File: src/rtl/pms_axi_rd_id_remap.sv
// AXI read-channel ID remapper: folds wide input IDs onto a small table of in-flight IDs
// and restores the original ID on each R beat.
`timescale 1ns/1ps
module pms_axi_rd_id_remap #(
    parameter int unsigned AxiIdInpWidth = 7,
    parameter int unsigned AxiIdOupWidth = 6,
    parameter int unsigned AxiAddrWidth  = 32,
    parameter int unsigned AxiDataWidth  = 64,
    parameter int unsigned AxiUserWidth  = 6,
    parameter int unsigned MaxUniqIds    = 4,
    parameter int unsigned MaxTxnsPerId  = 8
) (
    input  logic                     clk_i,
    input  logic                     rst_i,
    // AR, slave side
    input  logic [AxiIdInpWidth-1:0] ar_id_i,
    input  logic [AxiAddrWidth-1:0]  ar_addr_i,
    input  logic [7:0]               ar_len_i,
    input  logic [2:0]               ar_size_i,
    input  logic [1:0]               ar_burst_i,
    input  logic [AxiUserWidth-1:0]  ar_user_i,
    input  logic                     ar_valid_i,
    output logic                     ar_ready_o,
    // AR, master side
    output logic [AxiIdOupWidth-1:0] ar_id_o,
    output logic [AxiAddrWidth-1:0]  ar_addr_o,
    output logic [7:0]               ar_len_o,
    output logic [2:0]               ar_size_o,
    output logic [1:0]               ar_burst_o,
    output logic [AxiUserWidth-1:0]  ar_user_o,
    output logic                     ar_valid_o,
    input  logic                     ar_ready_i,
    // R, master side
    input  logic [AxiIdOupWidth-1:0] r_id_i,
    input  logic [AxiDataWidth-1:0]  r_data_i,
    input  logic [1:0]               r_resp_i,
    input  logic                     r_last_i,
    input  logic [AxiUserWidth-1:0]  r_user_i,
    input  logic                     r_valid_i,
    output logic                     r_ready_o,
    // R, slave side
    output logic [AxiIdInpWidth-1:0] r_id_o,
    output logic [AxiDataWidth-1:0]  r_data_o,
    output logic [1:0]               r_resp_o,
    output logic                     r_last_o,
    output logic [AxiUserWidth-1:0]  r_user_o,
    output logic                     r_valid_o,
    input  logic                     r_ready_i,
    // status
    output logic                     busy_o,
    output logic                     err_o
);

    localparam int unsigned IdxWidth = (MaxUniqIds > 1) ? $clog2(MaxUniqIds) : 1;
    localparam int unsigned CntWidth = $clog2(MaxTxnsPerId + 1);

    typedef logic [IdxWidth-1:0] idx_t;
    typedef logic [CntWidth-1:0] cnt_t;

    logic [MaxUniqIds-1:0]    vld_q, vld_d;
    logic [AxiIdInpWidth-1:0] id_q  [MaxUniqIds];
    logic [AxiIdInpWidth-1:0] id_d  [MaxUniqIds];
    cnt_t                     cnt_q [MaxUniqIds];
    cnt_t                     cnt_d [MaxUniqIds];
    idx_t                     hold_q;
    logic                     hold_vld_q;
    logic                     err_q;

    logic match_found, free_found, dec_ok, decision_valid;
    idx_t match_idx, free_idx, sel;
    logic ar_hs;

    always_comb begin
        match_found = 1'b0;
        match_idx   = '0;
        free_found  = 1'b0;
        free_idx    = '0;
        for (int unsigned k = 0; k < MaxUniqIds; k++) begin
            if (vld_q[k] && (id_q[k] == ar_id_i)) begin
                match_found = 1'b1;
                match_idx   = idx_t'(k);
            end
            if (!vld_q[k] && !free_found) begin
                free_found = 1'b1;
                free_idx   = idx_t'(k);
            end
        end
        sel    = '0;
        dec_ok = 1'b0;
        // A held decision wins so the output ID stays stable until the handshake.
        if (hold_vld_q) begin
            sel    = hold_q;
            dec_ok = 1'b1;
        end else if (match_found) begin
            sel    = match_idx;
            dec_ok = (cnt_q[match_idx] < cnt_t'(MaxTxnsPerId));
        end else begin
            sel    = free_idx;
            dec_ok = free_found;
        end
    end

    assign decision_valid = ar_valid_i & dec_ok;
    assign ar_valid_o     = decision_valid;
    assign ar_ready_o     = ar_ready_i & decision_valid;
    assign ar_hs          = ar_valid_o & ar_ready_i;
    assign ar_id_o        = AxiIdOupWidth'(sel);
    assign ar_addr_o      = ar_addr_i;
    assign ar_len_o       = ar_len_i;
    assign ar_size_o      = ar_size_i;
    assign ar_burst_o     = ar_burst_i;
    assign ar_user_o      = ar_user_i;

    logic r_in_range, r_ent_vld, r_hs, r_dec;
    idx_t r_idx;

    assign r_in_range = (32'(r_id_i) < MaxUniqIds);
    assign r_idx      = idx_t'(r_id_i);
    assign r_ent_vld  = r_in_range & vld_q[r_idx];
    assign r_hs       = r_valid_i & r_ready_i;
    assign r_dec      = r_hs & r_last_i & r_ent_vld;

    assign r_id_o    = r_ent_vld ? id_q[r_idx] : '0;
    assign r_data_o  = r_data_i;
    assign r_resp_o  = r_resp_i;
    assign r_last_o  = r_last_i;
    assign r_user_o  = r_user_i;
    assign r_valid_o = r_valid_i;
    assign r_ready_o = r_ready_i;

    assign busy_o = |vld_q;
    assign err_o  = err_q;

    always_comb begin
        vld_d = vld_q;
        id_d  = id_q;
        cnt_d = cnt_q;
        for (int unsigned k = 0; k < MaxUniqIds; k++) begin
            if (ar_hs && (sel == idx_t'(k))) begin
                vld_d[k] = 1'b1;
                id_d[k]  = ar_id_i;
                // A same-cycle R-last on this entry cancels the increment.
                if (!(r_dec && (r_idx == idx_t'(k)))) begin
                    cnt_d[k] = cnt_q[k] + 1'b1;
                end
            end else if (r_dec && (r_idx == idx_t'(k))) begin
                cnt_d[k] = cnt_q[k] - 1'b1;
                if (cnt_q[k] == cnt_t'(1)) begin
                    vld_d[k] = 1'b0;
                end
            end
        end
    end

    always_ff @(posedge clk_i or posedge rst_i) begin
        if (rst_i) begin
            vld_q      <= '0;
            hold_q     <= '0;
            hold_vld_q <= 1'b0;
            err_q      <= 1'b0;
            for (int unsigned k = 0; k < MaxUniqIds; k++) begin
                id_q[k]  <= '0;
                cnt_q[k] <= '0;
            end
        end else begin
            vld_q <= vld_d;
            id_q  <= id_d;
            cnt_q <= cnt_d;
            if (ar_hs) begin
                hold_vld_q <= 1'b0;
            end else if (ar_valid_o) begin
                hold_vld_q <= 1'b1;
                hold_q     <= sel;
            end
            if (r_hs && !r_ent_vld) begin
                err_q <= 1'b1;
            end
        end
    end

endmodule

File: config.mk
export PLATFORM = sky130hd
export DESIGN_NAME = pms_axi_rd_id_remap
export DESIGN_NICKNAME = d
export VERILOG_FILES = /design/src/rtl/pms_axi_rd_id_remap.sv
export SDC_FILE = /design/constraint.sdc
export NUM_CORES = 1
export LEC_CHECK = 0
export CAP_MARGIN = 15
export CORE_ASPECT_RATIO = 0.75
export CORE_MARGIN = 5
export CORE_UTILIZATION = 37
export DETAILED_ROUTE_END_ITERATION = 8
export PLACE_DENSITY = 0.83
export RECOVER_POWER = 25
export SETUP_SLACK_MARGIN = 0.4
export SLEW_MARGIN = 20
export SYNTH_ARGS = -nofsm -noshare
export SYNTH_HDL_FRONTEND = slang
export SYNTH_SLANG_ARGS = --single-unit
File: constraint.sdc
create_clock -name clk_i -period 3.45 [get_ports clk_i]
set_clock_uncertainty 0.15 [all_clocks]
set_input_delay 0.69 -clock clk_i [delete_from_list [all_inputs] [get_ports clk_i]]
set_output_delay 0.69 -clock clk_i [all_outputs]
set_load 0.02 [all_outputs]
* Word-level counts from Yosys, hierarchy flattened *
Index checks and enable logic that the tools add are counted.
W data, S select, Z words.

cells by class
  add/sub/neg operators = 8
  equality and inequality tests = 18
  reductions and logical operators = 43
  bitwise gates (word level) = 9
  mux-type cells = 53
  $lt $le $gt $ge = 5

operators with widths
  cell                   count
  $mux W4                14
  $eq A7 B7 Y1           4
  $mux W1                27
  $mux W7                3
  $reduce_and A2 Y1      9
  $reduce_bool A2 Y1     9
  $add A4 B1 Y4 const B  4
  $eq A4 B1 Y1 const B   4
  $logic_and A1 B1 Y1    16
  $sub A4 B1 Y4 const B  4
  $bmux W7 S2            1
  $mux W2                6
  $bmux W4 S2            1
  $eq A2 B2 Y1 const B   4
  $ne A2 B2 Y1 const B   4
  $and A1 B1 Y1          6
  $ge A3 B3 Y1 const B   2
  $logic_not A1 Y1       6
  $lt A6 B3 Y1 const B   1
  $not A2 Y3             2
  $eq A2 B1 Y1 const B   2
  $logic_not A2 Y1       2
  $lt A4 B4 Y1 const B   1
  $reduce_or A4 Y1       1
  3 further kinds        3

word-level totals
  input port bits = 143
  register bits = 52
  output and inout port bits = 143
  word-level logic and storage cells = 151

* Depth between registers and ports, before layout *
  word-level depth = 17
  gate-level depth with buffers = 14
  mapped depth without buffers = 11

* Least setup slack after synthesis *
OpenSTA, ideal clock, no wires.

  kind = input to register
  start = input ar_id_i[2]
  end = register cnt_q[7] (netlist name)
  stages on the path = 13
  path slack = -16 ps
  setup time = 79 ps
  path buffers = 3
  data required time = 3,221 ps
  arrival = 3,237 ps
  cells stage by stage = buf_4 -> xnor2_1 -> nand4_1 -> nor3_1 -> or4_4 -> o221ai_4 -> nand4_2 -> buf_6 -> ha_1 -> clkbuf_1 -> nand4_1 -> mux2i_1 -> xor2_1

between the ends
  elaborated cells on any way between the ends = 32
  those cells by class = order compare (1); eq/ne (6); mux (15); bitwise (3); reduce/logical (7)

RTL lines
  what                                                                 line  text
  from (decl)                                                          16    input logic [AxiIdInpWidth-1:0] ar_id_i,
  $eq A7 B7 Y1                                                         79    if (vld_q[k] && (id_q[k] == ar_id_i)) begin
  $logic_and A1 B1 Y1                                                  79
  $mux W1 (4 in series)                                                79
  $mux W2 *                                                            94    end else if (match_found) begin
  $mux W2 *                                                            91    if (hold_vld_q) begin
  named net ar_id_o[1]                                                 25    output logic [AxiIdOupWidth-1:0] ar_id_o,
  $eq A2 B2 Y1 *                                                       139   if (ar_hs && (sel == idx_t'(k))) begin
  $logic_and A1 B1 Y1 *                                                139
  $ne A2 B2 Y1 (no source line) or $reduce_bool A2 Y1 (tied branches)  --
  $reduce_and A2 Y1 (no source line)                                   --
  to (signal assigned)                                                 168   cnt_q <= cnt_d;
  to (decl)                                                            63    cnt_t cnt_q [MaxUniqIds];

The timed path passes the listed nets; every way through them passes the cells marked *. The select of a mux whose other input is x is not followed.
A chain may end at the register's enable or synchronous reset.

* Worst setup path after layout *
  start = input ar_id_i[0]
  end = output ar_ready_o

between the ends
  word-level cells in the longest chain between the ends = 14
  elaborated cells on any way between the ends = 24
  those cells by class = order compare (1); eq/ne (4); mux (12); bitwise (3); reduce/logical (4)

RTL lines
  what                                         line  text
  $eq A7 B7 Y1                                 79
  $logic_and A1 B1 Y1                          79
  $mux W1                                      79
  $mux W2 (2 in series)                        79
  $not A2 Y3 (not written as such)             96    dec_ok = (cnt_q[match_idx] < cnt_t'(MaxTxnsPerId));
  $bmux W4 S2                                  96
  $mux W4 (not written as such) (2 in series)  96
  $lt A4 B4 Y1                                 96
  $mux W1 *                                    94
  $mux W1 *                                    91
  $and A1 B1 Y1 *                              103   assign decision_valid = ar_valid_i & dec_ok;
  $and A1 B1 Y1 *                              105   assign ar_ready_o = ar_ready_i & decision_valid;
  to (decl)                                    23    output logic ar_ready_o,

Mark *: on every way between the ends. The rest lies on a longest branch, timed or not. The select of a mux whose other input is x is not followed.

==> run metrics <==
outcome=finished clean; vias in the first global route=2710; CTS Buf Count=5; mux contribution to synthesized area=16.1%; CTS root buffer=clkbuf_16; Simple-Gate Fraction of Synth Area=9.50%; total global-route track usage=13.4%; WHS Endpoint=err_o; largest cells by area after synthesis=dfrtp_1 30%, buf_4 24%, xnor2_1 6.7%, mux2_4 4.9%, ha_1 4.7%; adder-cell share of the synthesized area=4.66%; largest family of logic cells by synthesized area=buffers and inverters; die area=13900 sq um; grt ovf=0; I/O pin count=286; Ys Warns=0; First DRT Iteration DRCs=159; worst r2r src=id_q[14]; Slew @ Worst Pin=0.665 ns; largest net degree at the start of global routing=53; final net count=512; CP Data Arrival Time=2.34 ns; final worst path period need=3.18 ns; Die W=134 um; Min-Delay Startpoint=err_o; register area share after synthesis=30.3%; fill count=1041; Setup crit start kind=input port; Tcrit/Tclk final=92.2%; cell taking the most area after synthesis=dfrtp_1; Inst Count DP=481; dominant synthesized flop cell=dfrtp_1; worst slack at placement=-0.601 ns; # rows=34; slack of the critical path=0.269 ns; Placed Instance Area=4110 sq um; ys async rst share=100%; CP Max Fanout=7; final count of pins violating max slew=0; first-pass GRT wire length=14500 um; Core ar.=11500 sq um; clk sinks=52; flop2flop setup slack=0.46 ns; Final Cell Area=4630 sq um; most frequent CP cell=nor2_2; RSZ-0062 raised after global routing=true; CTS tree=yes; compound-gate portion of the synthesized area=3.24%; Routed WL=9680 um; Synth Area in XOR/XNOR=8.98%; Final ANT Viol Nets=0; maxcap violations=0; drc violations=0; sw frac=37.0%; Cell variety after synth=41; slowest CP cell=a311o_2; Max H-tree Level=2; initial antenna violation count=0; endpoints failing setup=0; Leak=2.06 nW; I/O Buffers=35; Flop pwr share=40.1%; 1st-pass router iterations=4; syn_area_per_cell=10.3 sq um; FMAX=314 MHz; routability cong.=0.853; critical path class=input port to primary output; Final Hold Vio Count=0; combinational share of power=42.6%; CTS Buffer Depth=2; wire per inst=19.4 um; NetSw=1.13 mW; Reg2Reg Depth=13; number of synthesized register bits=52; Power Internal=1.92 mW; post-synth top area share=30.3%; clock network power share=17.3%; Critical R2R Capture=cnt_q[7]; non-filler instance count after layout=498; Synth Instances=416; Power Density=659 nW/um^2; Clock transition at path regs=0.07 ns; Post-synth EDFFs=0; Via density=5.32; Worst Hold Class=flip-flop to flip-flop; vias post-DR=2647; Netlist Area Pre-Place=4290 sq um; largest stage delay on the critical path=0.39 ns; share of post-route cells with drive strength above 1=43.2%; CP Cell Sequence=buf_12, xnor2_2, nand4_1, nor2_2, mux2_4, a311o_2, nand3_2, nor2_2, buf_6; peak supply drop=271 uV; Syn-to-layout area delta=7.78%; Setup Total Neg Slack=0 ns; ANT cells=0; Post-DP HPWL=6820 um; critical path endpoint category=primary output; Clk Latency, worst-skew pair=0.30 ns; Slew HR=55.7%; final core utilization=40.3%; CP Data Required Time=2.61 ns; die height=103 um; Hold Path Depth=1; Initial Utilization=37.4%
==> cell usage after synthesis (4+ instances only) <==
cell type / count
inv_1: 18
mux2_4: 14
and3_1: 7
mux4_2: 8
mux2_2: 13
xor2_1: 11
nor2_1: 10
ha_1: 16
nand3_1: 9
dfrtp_1: 52
buf_6: 4
clkbuf_1: 5
buf_4: 137
o21ai_0: 6
mux2i_1: 12
nand4_1: 12
xnor2_1: 33
nand2_1: 16
==> cell type report <==
cell class | count | area, sq um | area share (%)
sequential | 52 | 1300 | 28.2
tap | 144 | 180 | 3.90
clock buffer | 5 | 125 | 2.70
clock inverter | 3 | 33.8 | 0.730
timing repair buffer | 74 | 729 | 15.8
inverter | 18 | 70.1 | 1.51
multi-input combinational | 202 | 2180 | 47.2
==> worst max path at each step <==
stage | from | end | slack [ns]
2_1_floorplan | ar_id_i[2] | cnt_q[7] | 0.16
3_3_place_gp | ar_id_i[0] | ar_ready_o | -0.51
3_5_place_dp | ar_id_i[0] | ar_ready_o | -0.60
4_1_cts | ar_id_i[1] | ar_ready_o | 0.35
5_1_grt | ar_id_i[6] | ar_ready_o | 0.23
6_report | ar_id_i[0] | ar_ready_o | 0.27
==> cell usage in the layout, fill, tap and decap left out, drive strengths merged, types with 7 or more instances in the layout <==
cell type,netlist,final
nand3,9,9
mux2,30,30
nand2,16,16
xor2,11,11
inv,18,19
dfrtp,52,52
mux2i,12,12
xnor2,33,33
and3,7,7
nor2,10,10
ha,16,16
mux4,8,8
buf,142,51
clkdlybuf4s50,0,15
nand4,14,14
==> per-stage QoR <==
step / total power [mW] / hold WS [ns]
3_5_place_dp: 2.30 / 0.322
4_1_cts: 2.90 / 0.342
2_1_floorplan: 2.20 / 0.291
5_1_grt: 3.22 / 0.370
6_report: 3.05 / 0.338
3_3_place_gp: 2.23 / 0.310
==> flip-flops by register name (all words and copies together), names as in the netlist <==
name and cells:
hold_q 2, vld_q 4, cnt_q 16, err_o 1, hold_vld_q 1, id_q 28
==> logic make-up (layout without fill, tap and decap cells) <==
group | Yosys count | in the layout
buf+inv | 165 | 100
simple gates | 71 | 71
flops | 52 | 52
mux | 50 | 50
xor+xnor | 44 | 44
compound gates | 17 | 17
fa+ha+maj | 16 | 16
other cells | 1 | 4
==> worst max-delay path, delay by kind of cell <==
kind | cells | cell delay, ns
simple gates | 4 | 0.54
compound gates | 1 | 0.39
mux | 1 | 0.31
buf+inv | 2 | 0.24
xor+xnor | 1 | 0.16
==> power groups by stage <==
| stage | registers (mW) | logic (mW) | clock network, mW |
|---|---|---|---|
| 6_report | 1.22 | 1.30 | 0.528 |
| 5_1_grt | 1.26 | 1.40 | 0.562 |
| 4_1_cts | 1.18 | 1.18 | 0.535 |
| 3_5_place_dp | 1.18 | 1.13 | 0 |
| 3_3_place_gp | 1.15 | 1.08 | 0 |
| 2_1_floorplan | 1.09 | 1.10 | 0 |
==> what timing repair did <==
item,4_1_cts,5_1_grt
buffers inserted,5,4
resized for setup,92,54
pin swaps,18,34
setup endpoints to repair,60,11
hold buffers,0,0
==> per-layer routing <==
metal	track usage, %	share of wire (%)	vias to the layer above	wire length [um]
li1	-	-	1142	-
met1	15.4	39	1316	3730
met2	21.8	48	154	4680
met3	5.85	9.6	35	934
met4	6.57	3.4	0	333
met5	0	0	-	0
(Power assumes the default switching activity.)
